--- config.mk ---
export PLATFORM = sky130hd
export DESIGN_NAME = badvinstr_fifo
export DESIGN_NICKNAME = d
export VERILOG_FILES = /design/src/rtl/badvinstr_fifo.sv
export SDC_FILE = /design/constraint.sdc
export NUM_CORES = 1
export LEC_CHECK = 0
export CORE_ASPECT_RATIO = 1.4
export CORE_MARGIN = 4
export CORE_UTILIZATION = 52
export DETAILED_ROUTE_END_ITERATION = 8
export PLACE_DENSITY = 0.77
export SLEW_MARGIN = 15
export SYNTH_ARGS = -nofsm -noshare
export SYNTH_HDL_FRONTEND = slang
export SYNTH_SLANG_ARGS = --single-unit
--- constraint.sdc ---
create_clock -name clk -period 2.45 [get_ports clk]
set_input_delay 0.3675 -clock clk [delete_from_list [all_inputs] [get_ports clk]]
set_output_delay 0.3675 -clock clk [all_outputs]
set_load 0.05 [all_outputs]
--- src/rtl/badvinstr_fifo.sv ---
// Bad-instruction history FIFO: captures the faulting instruction word when an
// instruction aborts with an exception (and capture is not masked by irq/r_h)
// and lets software drain the history oldest-first.
//
// Parameters:
//   DATA_W - captured instruction word width
//   DEPTH  - number of history entries (power of 2, >= 2)
//
// Ports:
//   clk             - clock, all state updates on rising edge
//   rst             - asynchronous active-low reset
//   r_p             - capture request from the pipeline
//   r_h             - hold, blocks captures (pops still proceed)
//   exception_abort - current instruction aborted with an exception
//   irq             - pending interrupt, masks capture
//   badvinstr_p     - faulting instruction word
//   pop             - consume the oldest entry
//   clr_ovf         - clear the sticky overflow flag
//   read_data       - oldest entry, 0 when empty (registered)
//   valid           - FIFO non-empty (registered)
//   count           - number of held entries (registered)
//   overflow        - sticky flag, a capture hit a full FIFO (registered)
//
// Build option:
//   BADV_OVERWRITE_EN - when defined, a capture into a full FIFO overwrites the
//                       oldest entry; when undefined the new word is dropped.

module badvinstr_fifo #(
  parameter int unsigned DATA_W = 32,
  parameter int unsigned DEPTH  = 4
) (
  input  logic                       clk,
  input  logic                       rst,
  input  logic                       r_p,
  input  logic                       r_h,
  input  logic                       exception_abort,
  input  logic                       irq,
  input  logic [DATA_W-1:0]          badvinstr_p,
  input  logic                       pop,
  input  logic                       clr_ovf,
  output logic [DATA_W-1:0]          read_data,
  output logic                       valid,
  output logic [$clog2(DEPTH):0]     count,
  output logic                       overflow
);

  localparam int unsigned PTR_W = $clog2(DEPTH);
  localparam int unsigned CNT_W = PTR_W + 1;

  logic [DATA_W-1:0] mem [DEPTH];
  logic [PTR_W-1:0]  rd_ptr;
  logic [PTR_W-1:0]  wr_ptr;

  logic              push_req;
  logic              pop_ok;
  logic              full;
  logic              do_write;
  logic              ovf_event;
  logic [PTR_W-1:0]  rd_ptr_next;
  logic [PTR_W-1:0]  wr_ptr_next;
  logic [CNT_W-1:0]  count_next;
  logic [DATA_W-1:0] head_next;
  logic              overflow_next;

  assign push_req = r_p & exception_abort & ~irq & ~r_h;
  assign pop_ok   = pop & valid;
  assign full     = (count == CNT_W'(DEPTH));

  // Next pointer/count/flag state and the word that will sit at the head.
  always_comb begin
    do_write      = 1'b0;
    ovf_event     = 1'b0;
    rd_ptr_next   = rd_ptr;
    wr_ptr_next   = wr_ptr;
    count_next    = count;
    head_next     = '0;
    overflow_next = overflow;

    if (push_req && pop_ok) begin
      // Both take effect; count unchanged, even when full.
      do_write    = 1'b1;
      wr_ptr_next = wr_ptr + PTR_W'(1);
      rd_ptr_next = rd_ptr + PTR_W'(1);
    end else if (push_req && !full) begin
      do_write    = 1'b1;
      wr_ptr_next = wr_ptr + PTR_W'(1);
      count_next  = count + CNT_W'(1);
    end else if (push_req) begin
      ovf_event   = 1'b1;
`ifdef BADV_OVERWRITE_EN
      // Full: tail == head, so the new word replaces the oldest one.
      do_write    = 1'b1;
      wr_ptr_next = wr_ptr + PTR_W'(1);
      rd_ptr_next = rd_ptr + PTR_W'(1);
`endif
    end else if (pop_ok) begin
      rd_ptr_next = rd_ptr + PTR_W'(1);
      count_next  = count - CNT_W'(1);
    end

    // Forward the incoming word when it lands exactly at the new head.
    if (count_next == '0) begin
      head_next = '0;
    end else if (do_write && (wr_ptr == rd_ptr_next)) begin
      head_next = badvinstr_p;
    end else begin
      head_next = mem[rd_ptr_next];
    end

    // A new overflow event wins over a clear in the same cycle.
    if (ovf_event) begin
      overflow_next = 1'b1;
    end else if (clr_ovf) begin
      overflow_next = 1'b0;
    end
  end

  // Storage array; contents are unobservable while empty, so no reset.
  always_ff @(posedge clk) begin
    if (do_write) begin
      mem[wr_ptr] <= badvinstr_p;
    end
  end

  // Control state and registered outputs.
  always_ff @(posedge clk or negedge rst) begin
    if (!rst) begin
      rd_ptr    <= '0;
      wr_ptr    <= '0;
      count     <= '0;
      valid     <= 1'b0;
      overflow  <= 1'b0;
      read_data <= '0;
    end else begin
      rd_ptr    <= rd_ptr_next;
      wr_ptr    <= wr_ptr_next;
      count     <= count_next;
      valid     <= (count_next != '0);
      overflow  <= overflow_next;
      read_data <= head_next;
    end
  end

endmodule

==> reports/qor.yml <==
stdcell_area_um2: 9620
crit_type: "reg -> reg"
grt_overflow: 0
p_per_area_nw_per_um2: 1210
clk_latency_ps: 420
dr.pass1.iters: 5
synth_area_leaders: "edfxtp_1, dfrtp_1, nand2_1"
endpoint_kind: "flop"
yosysTopAreaCellShare: 0.490
p_leak_nw: 3.70
worst-path-max-fanout: 18
drive_above_1_share: 0.120
synth_nets: 739
yosysMostFrequentCell: "nand2_1"
p_int_mw: 7.02
grt_pass1_wl_um: 30400
pwr-share-comb: 0.447
tightest_slew_ps: 886
rsz0062_at_grt: "false"
post_cts_buffers: 0
start_util: 0.536
insertedDiodeCount: 0
io_pins: 77
slew_violations: 0
synth_edf_count: 128
first_global_vias: 6049
final_nets: 812
dpl_cell_area_um2: 9020
cts_resized: 0
p_sw_mw: 4.62
ant_nets: 0
final-hold-violation-count: 0
hold_path.class: "in -> async"
routed_wl_um: 19000
cts_sinks: 169
p_clk_frac: 0.228
core_um2: 14600
numCtsBuffers: 17
htree_levels: 4
wl_per_cell_um: 19.6
synthDistinctLibCells: 39
synthArstFlopShare: 0.243
fillCellCount: 1037
antenna_found_initial: 0
num_vias: 5776
p_sw_frac: 0.397
drt_iter0_markers: 405
yosys_warnings: 0
peakVddDrop_v: 0.000690
synth_seq_cells: 169
synth_common_cells: "nand2_1, edfxtp_1, dfrtp_1, nor2_1, mux2i_1"
setup_violations: 0
die_h_um: 153
critPathLaunchType: "flop"
finalPower_mw: 11.6
dp_hpwl_um: 11700
status: "finished, final reports clean"
timing.fmax_ghz: 0.456
cp.required_ps: 2720
vias_per_cell: 5.97
drc_errors: 0
ys_seq_area_frac: 0.621
fin_crit_ps: 2190
critPathArrivalTime_ps: 2470
syn_inst: 692
root_buffer: "clkbuf_16"
synth_top_area_cell: "edfxtp_1"
path_clk_slew_ps: 60
netlist_area_um2: 7840
postCtsHoldBufs: 0
slew_headroom: 0.407
fp.dieW_um: 112
synthToLayoutAreaGrowth_pct: 22.6
p_seq_frac: 0.325
min_period_over_period: 0.896
track_usage: 0.225
io_buffers: 76
dieArea_um2: 17100
drv_cap: 0
whs_ps: 24.6
grt_max_degree: 67
synth.avg_cell_area_um2: 11.3
row_count: 52
gp_congestion: 0.792
tritoncts: "built"
clock_skew_ps: 6.99
cts_buffer_depth: 2
synthFlopType: "edfxtp_1"
-- routing by layer --
layer	GRT usage	share of wire	vias to the layer above
li1	-	-	2644
met1	0.263	0.38	2879
met2	0.402	0.54	217
met3	0.0388	0.058	36
met4	0.103	0.021	0
met5	0	0	-
-- worst max-delay path, cell delays in order, from the launching register on --
cell	delay, ps
dfrtp_1	460
inv_1	110
ha_1	240
a22o_1	250
nor2_1	70
or4_4	430
a22oi_4	210
buf_12	220
a211oi_1	60
-- cell type report --
type	instances	area, µm²	area share
Sequential cell	169	4870	0.506
Multi-Input combinational cell	469	2760	0.287
Timing Repair Buffer	102	1140	0.118
Clock buffer	17	425	0.0442
Tap cell	189	236	0.0246
Clock inverter	15	166	0.0173
Inverter	6	22.5	0.00234
-- state kept, by name (all words and copies together) (netlist names) --
signal and cells:
overflow 1, read_data 32, wr_ptr 2, mem 128, rd_ptr 2, count 3
valid 1
-- per-stage QoR --
stage / utilization / instances / setup WS (ps) / TNS, ps
after global placement: 0.616 / 935 / 112 / 0
after floorplan: - / 692 / -91.9 / -11770
final: 0.657 / 967 / 255 / 0
after detailed placement: 0.616 / 935 / 75.8 / 0
after global routing: 0.657 / 967 / 112 / 0
after CTS: 0.657 / 967 / 260 / 0
-- power groups by stage --
stage | combinational, mW | clock (mW) | sequential, mW
floorplan | 2.51 | 0 | 4.82
global placement | 5.03 | 0 | 3.82
detailed placement | 5.18 | 0 | 3.83
CTS | 5.21 | 2.69 | 3.78
global route | 5.54 | 2.82 | 3.82
finish | 5.21 | 2.65 | 3.78
-- cells in the final DEF, fill, tap and decap left out, types with 3 or more instances in the layout --
cell and instances:
buf_12 15, a32oi_1 31, clkbuf_16 17, nand2_1 255, xnor2_1 7, clkinv_2 3, clkinv_4 3, inv_6 4
o221ai_1 31, edfxtp_1 128, inv_1 5, and2_2 4, o21ai_0 5, nor2_1 36, ha_1 7, a211oi_2 19
clkdlybuf4s50_1 75, a211oi_1 12, buf_4 11, mux2i_1 32, dfrtp_1 41, a21oi_1 5
-- final timing paths --
| check | from | to | slack, ps | cells past startpoint |
|---|---|---|---|---|
| min reg2reg | overflow | overflow | 530 | 2 |
| max | count[0] | read_data[25] | 260 | 8 |
| min | rst | count[0] | 20 | 1 |
| min in group clk | overflow | overflow | 530 | 2 |
| max reg2reg | count[0] | read_data[25] | 260 | 8 |
| max in group asynchronous | rst | read_data[5] | 1720 | 2 |
-- cell families (layout without fill, tap and decap cells) --
group	Yosys count	count (layout)	synth area share
mux	32	32	0.0408
simple gates	313	313	0.161
compound gates	110	110	0.126
fa+ha+maj	7	7	0.0112
xor+xnor	7	7	0.00782
flops	169	169	0.621
buf+inv	54	140	0.0324
Power figures use the tool's default switching activity.
==> RTL edit 1, RTL diff (same settings) <==
Register the input `badvinstr_p` before use. The logic sees it one clock later. The other inputs are not delayed to match.
--- a/src/rtl/badvinstr_fifo.sv
+++ b/src/rtl/badvinstr_fifo.sv
@@ -47,4 +47,10 @@
   localparam int unsigned PTR_W = $clog2(DEPTH);
   localparam int unsigned CNT_W = PTR_W + 1;
+
+  logic [DATA_W-1:0] badvinstr_p_q;
+
+  always_ff @(posedge clk) begin
+    badvinstr_p_q <= badvinstr_p;
+  end
 
   logic [DATA_W-1:0] mem [DEPTH];
@@ -103,5 +109,5 @@
       head_next = '0;
     end else if (do_write && (wr_ptr == rd_ptr_next)) begin
-      head_next = badvinstr_p;
+      head_next = badvinstr_p_q;
     end else begin
       head_next = mem[rd_ptr_next];
@@ -119,5 +125,5 @@
   always_ff @(posedge clk) begin
     if (do_write) begin
-      mem[wr_ptr] <= badvinstr_p;
+      mem[wr_ptr] <= badvinstr_p_q;
     end
   end
Check against the original RTL: not equivalent (Yosys sat finds a counterexample within 4 cycles, from zero or initial values and one cycle with rst low).
==> RTL edit 1 against the unedited design <==
Area after synthesis grew 8.2%. Setup slack lost 0.084 ns. Final area grew 6.3%. Global-route usage shrank 0.39 points. Wire length grew 8.8%. Sequential cell count grew 32. Total power grew 6.3%.
==> RTL edit 1: results (changes against the unedited design) <==
met3 WL 1560 um (+42%); status completed; leakage 3.96 nW (+7.1%); adder-cell area share of the yosys netlist 1.03% (-0.084 points); Synth async-reset ratio 20.4% (-3.9 points); top cells by count, synth 256 x nand2_1, 128 x edfxtp_1, 41 x dfrtp_1; Max Root-Sink Buffers 3 (+1); Num CTS Buffers 20 (+3); peak supply drop 0.975 mV (+41%); clock skew 0.0112 ns (+0.00419 ns); Switching Share 38.6% (-1.1 points); initial DRC count 674 (+66%); hpwl dp 12,200 um (+4.1%); via count 6,082 (+5.3%); Routed WL per cell 20.4 um (+4.0%); GP Congestion 0.815 (+3.0%); share of layout cells above drive strength 1 10.6% (-1.4 points); post-synthesis mux area share 3.78% (-0.31 points); top flop regs mem (128), badvinstr_p_q (32), read_data (32); DR WL met2 11,000 um (+6.8%); reg2reg start count[1]; worst skew pair latency 0.48 ns (+0.06 ns); Slew HR 39.1% (-1.6 points); Synth cell types 40 (+2.6%); register area share after synthesis 65.0% (+2.9 points)
RTL edit 1: changes by cell type in the layout (fill, tap and decap cells not counted), moves of 4 or more:
| cell | change |
|---|---|
| dfxtp_1 | +32 |
| clkinv_1 | +4 |
| clkbuf_16 | +4 |
| clkbuf_1 | +4 |
| buf_12 | -4 |
RTL edit 1: metal layers:
layer | vias up | track usage [%]
met5 | - | 0
met4 | 0 | 9.97
met3 | 48 | 3.00
met2 | 317 | 39.9
met1 | 2975 | 25.7
li1 | 2742 | -
RTL edit 1: cell families after synthesis:
group | after synthesis
AOI/OAI and AO/OA | 110
adders and majority gates | 7
muxes | 32
DFF | 201
xor gates and xnor gates | 7
buffers and inverters | 54
and+or+nand+nor | 313
RTL edit 1: critical path: cells and delay by family (launching register included):
family | cells | cell delay, ns
compound gates | 3 | 0.54
fa+ha+maj | 1 | 0.24
buf+inv | 2 | 0.37
flops | 1 | 0.46
simple gates | 2 | 0.52
RTL edit 1: path summary, 6_finish.rpt:
| check | end | slack, ns | cells after the start |
|---|---|---|---|
| setup / recovery | read_data[1] | 0.17 | 8 |
| min in group asynchronous | overflow | 0.33 | 2 |
| max in group asynchronous | read_data[6] | 1.48 | 3 |
| hold reg to reg | mem[2][29] | 0.50 | 0 |
| setup reg to reg | read_data[1] | 0.17 | 8 |
| hold / removal | badvinstr_p_q[16] | 0.32 | 1 |
RTL edit 1: power groups by stage:
stage	registers [mW]	clock network, mW	logic, mW
floorplan	5.40	0	2.51
global route	4.39	3.00	5.49
finish	4.36	2.83	5.19
global placement	4.40	0	4.93
detailed placement	4.42	0	5.13
CTS	4.35	2.86	5.16
RTL edit 1: area by class of cell:
| class | count | area (sq um) |
|---|---|---|
| fill | 1218 | 5880 |
| clock buffer | 26 | 554 |
| clock inverter | 10 | 51.3 |
| tap | 199 | 249 |
| sequential | 201 | 5510 |
| inverter | 6 | 22.5 |
| timing repair buffer | 100 | 1080 |
| multi-input combinational | 469 | 2760 |
RTL edit 1: what timing repair did:
action,in CTS,in global routing
buffers inserted,0,0
resized for setup,0,0
hold endpoints to repair,11,0
hold buffers,1,0
RTL edit 1: stage by stage:
step,instance area (sq um),utilization (%),cells
2_1_floorplan,8490,-,724
3_3_place_gp,9600,59.6,974
3_5_place_dp,9600,59.6,974
4_1_cts,10200,63.4,1011
5_1_grt,10200,63.5,1011
6_report,10200,63.5,1011
==> RTL edit 2, RTL diff (config.mk and constraints unchanged) <==
Made on the original files. Set the parameter `DEPTH` to 2 (it was 4).
--- a/src/rtl/badvinstr_fifo.sv
+++ b/src/rtl/badvinstr_fifo.sv
@@ -28,5 +28,5 @@
 module badvinstr_fifo #(
   parameter int unsigned DATA_W = 32,
-  parameter int unsigned DEPTH  = 4
+  parameter int unsigned DEPTH  = 2
 ) (
   input  logic                       clk,
Interface: changed (resized count); port bits go from 77 to 76. No check against the original RTL was run, so the function may have changed too.
==> RTL edit 2 against the unedited design <==
Final area is 45% lower. Total power down 42%. Worst hold slack improved by 0.11 ns. Setup slack improved by 0.12 ns. Sequential cell count fell by 67. Wire length shrank 49%. Area after synthesis decreased by 47%. Sequential power fell by 39%.
==> RTL edit 2: results (changes against the unedited design) <==
Buffers, non-clock 94 (-7.8%); Clock H-tree levels 3 (-1); family with the most delay on the worst path flip-flops; hpwl dp 6030 um (-49%); I/O Buffers 75 (-1.3%); worst hold margin 0.139 ns (+0.115 ns); Routed WL per cell 20.4 um (+3.9%); Synth async-reset ratio 37.3% (+13 points); Seq/total area 54.2% (+3.6 points); Worst Reg2Reg Path Length in Cells 5 (-3); Synth top area share 46.1% (-3.0 points); Num CTS Buffers 9 (-8); Post-synth EDFFs 64 (-50%); flops & latches, synth 102 (-40%); final-layout clock-cell area share 3.94% (-2.2 points); Layout clock buffers 11 (-6); Logic pwr share 49.8% (+5.1 points); Placed Area 5090 sq um (-44%); Final #Nets 411 (-49%); fill cell count 563 (-46%); Synth cell types 33 (-15%); clock skew 0.00809 ns (+0.00109 ns); pre-CTS setup slack 0.161 ns (+0.0853 ns); multi-input gates 161 (-66%); via count 2,940 (-49%); drt first pass iters 4 (-1); WL final 9680 um (-49%); top flop regs mem (64), read_data (32), count (2); share of layout cells above drive strength 1 14.1% (+2.2 points); Comb power 3.35 mW (-36%); root buffer cell clkbuf_8; Slew HR 38.3% (-2.3 points); GP Congestion 0.779 (-1.6%); largest net degree at the start of global routing 39 (-42%); vias in the first global route 3,019 (-50%); CP Launch Point wr_ptr; max reg flops 64 (-50%); status completed; Area contributors post-synth edfxtp_1 46%, dfrtp_1 23%, a221oi_1 5.7%, and3_1 4.9%, nor4_1 4.0%; Sequential Power 2.30 mW (-39%); total track usage 20.9% (-1.7 points); FP Rows 38 (-27%); Worst-path clk slew 0.09 ns (+0.03 ns); worst skew pair latency 0.36 ns (-0.06 ns); post-route minimum period 2.08 ns (-0.116 ns); syn_area_per_cell 14.2 sq um (+26%)
==> RTL edit 2: cell types whose count changed in the layout (fill, tap and decap cells not counted), sizes merged, moves of 7 or more <==
cell and change:
edfxtp -64, inv -10, a211oi -30, nor4 +31
o221ai -31, nor2 -33, a221oi +31, nand2 -251
mux2i -31, a32oi -31, buf -7, nor3 +30
and3 +31
==> RTL edit 2: per-layer routing <==
metal  track usage (%)  share of wire [%]  vias to the layer above
met5                 0                  0                        -
met4              9.01                1.8                        0
met3              4.26                7.7                       21
met2              35.4                 53                      132
met1              26.0                 38                     1457
li1                  -                  -                     1330
==> RTL edit 2: cells by family after synthesis <==
group	after synthesis	synth area share (%)
flip-flops	102	68.8
XOR/XNOR	3	0.630
AO/OA/AOI/OAI	42	9.03
buffers and inverters	30	4.20
multiplexers	2	0.689
adder cells (fa/ha/maj)	1	0.300
AND/OR/NAND/NOR	113	16.3
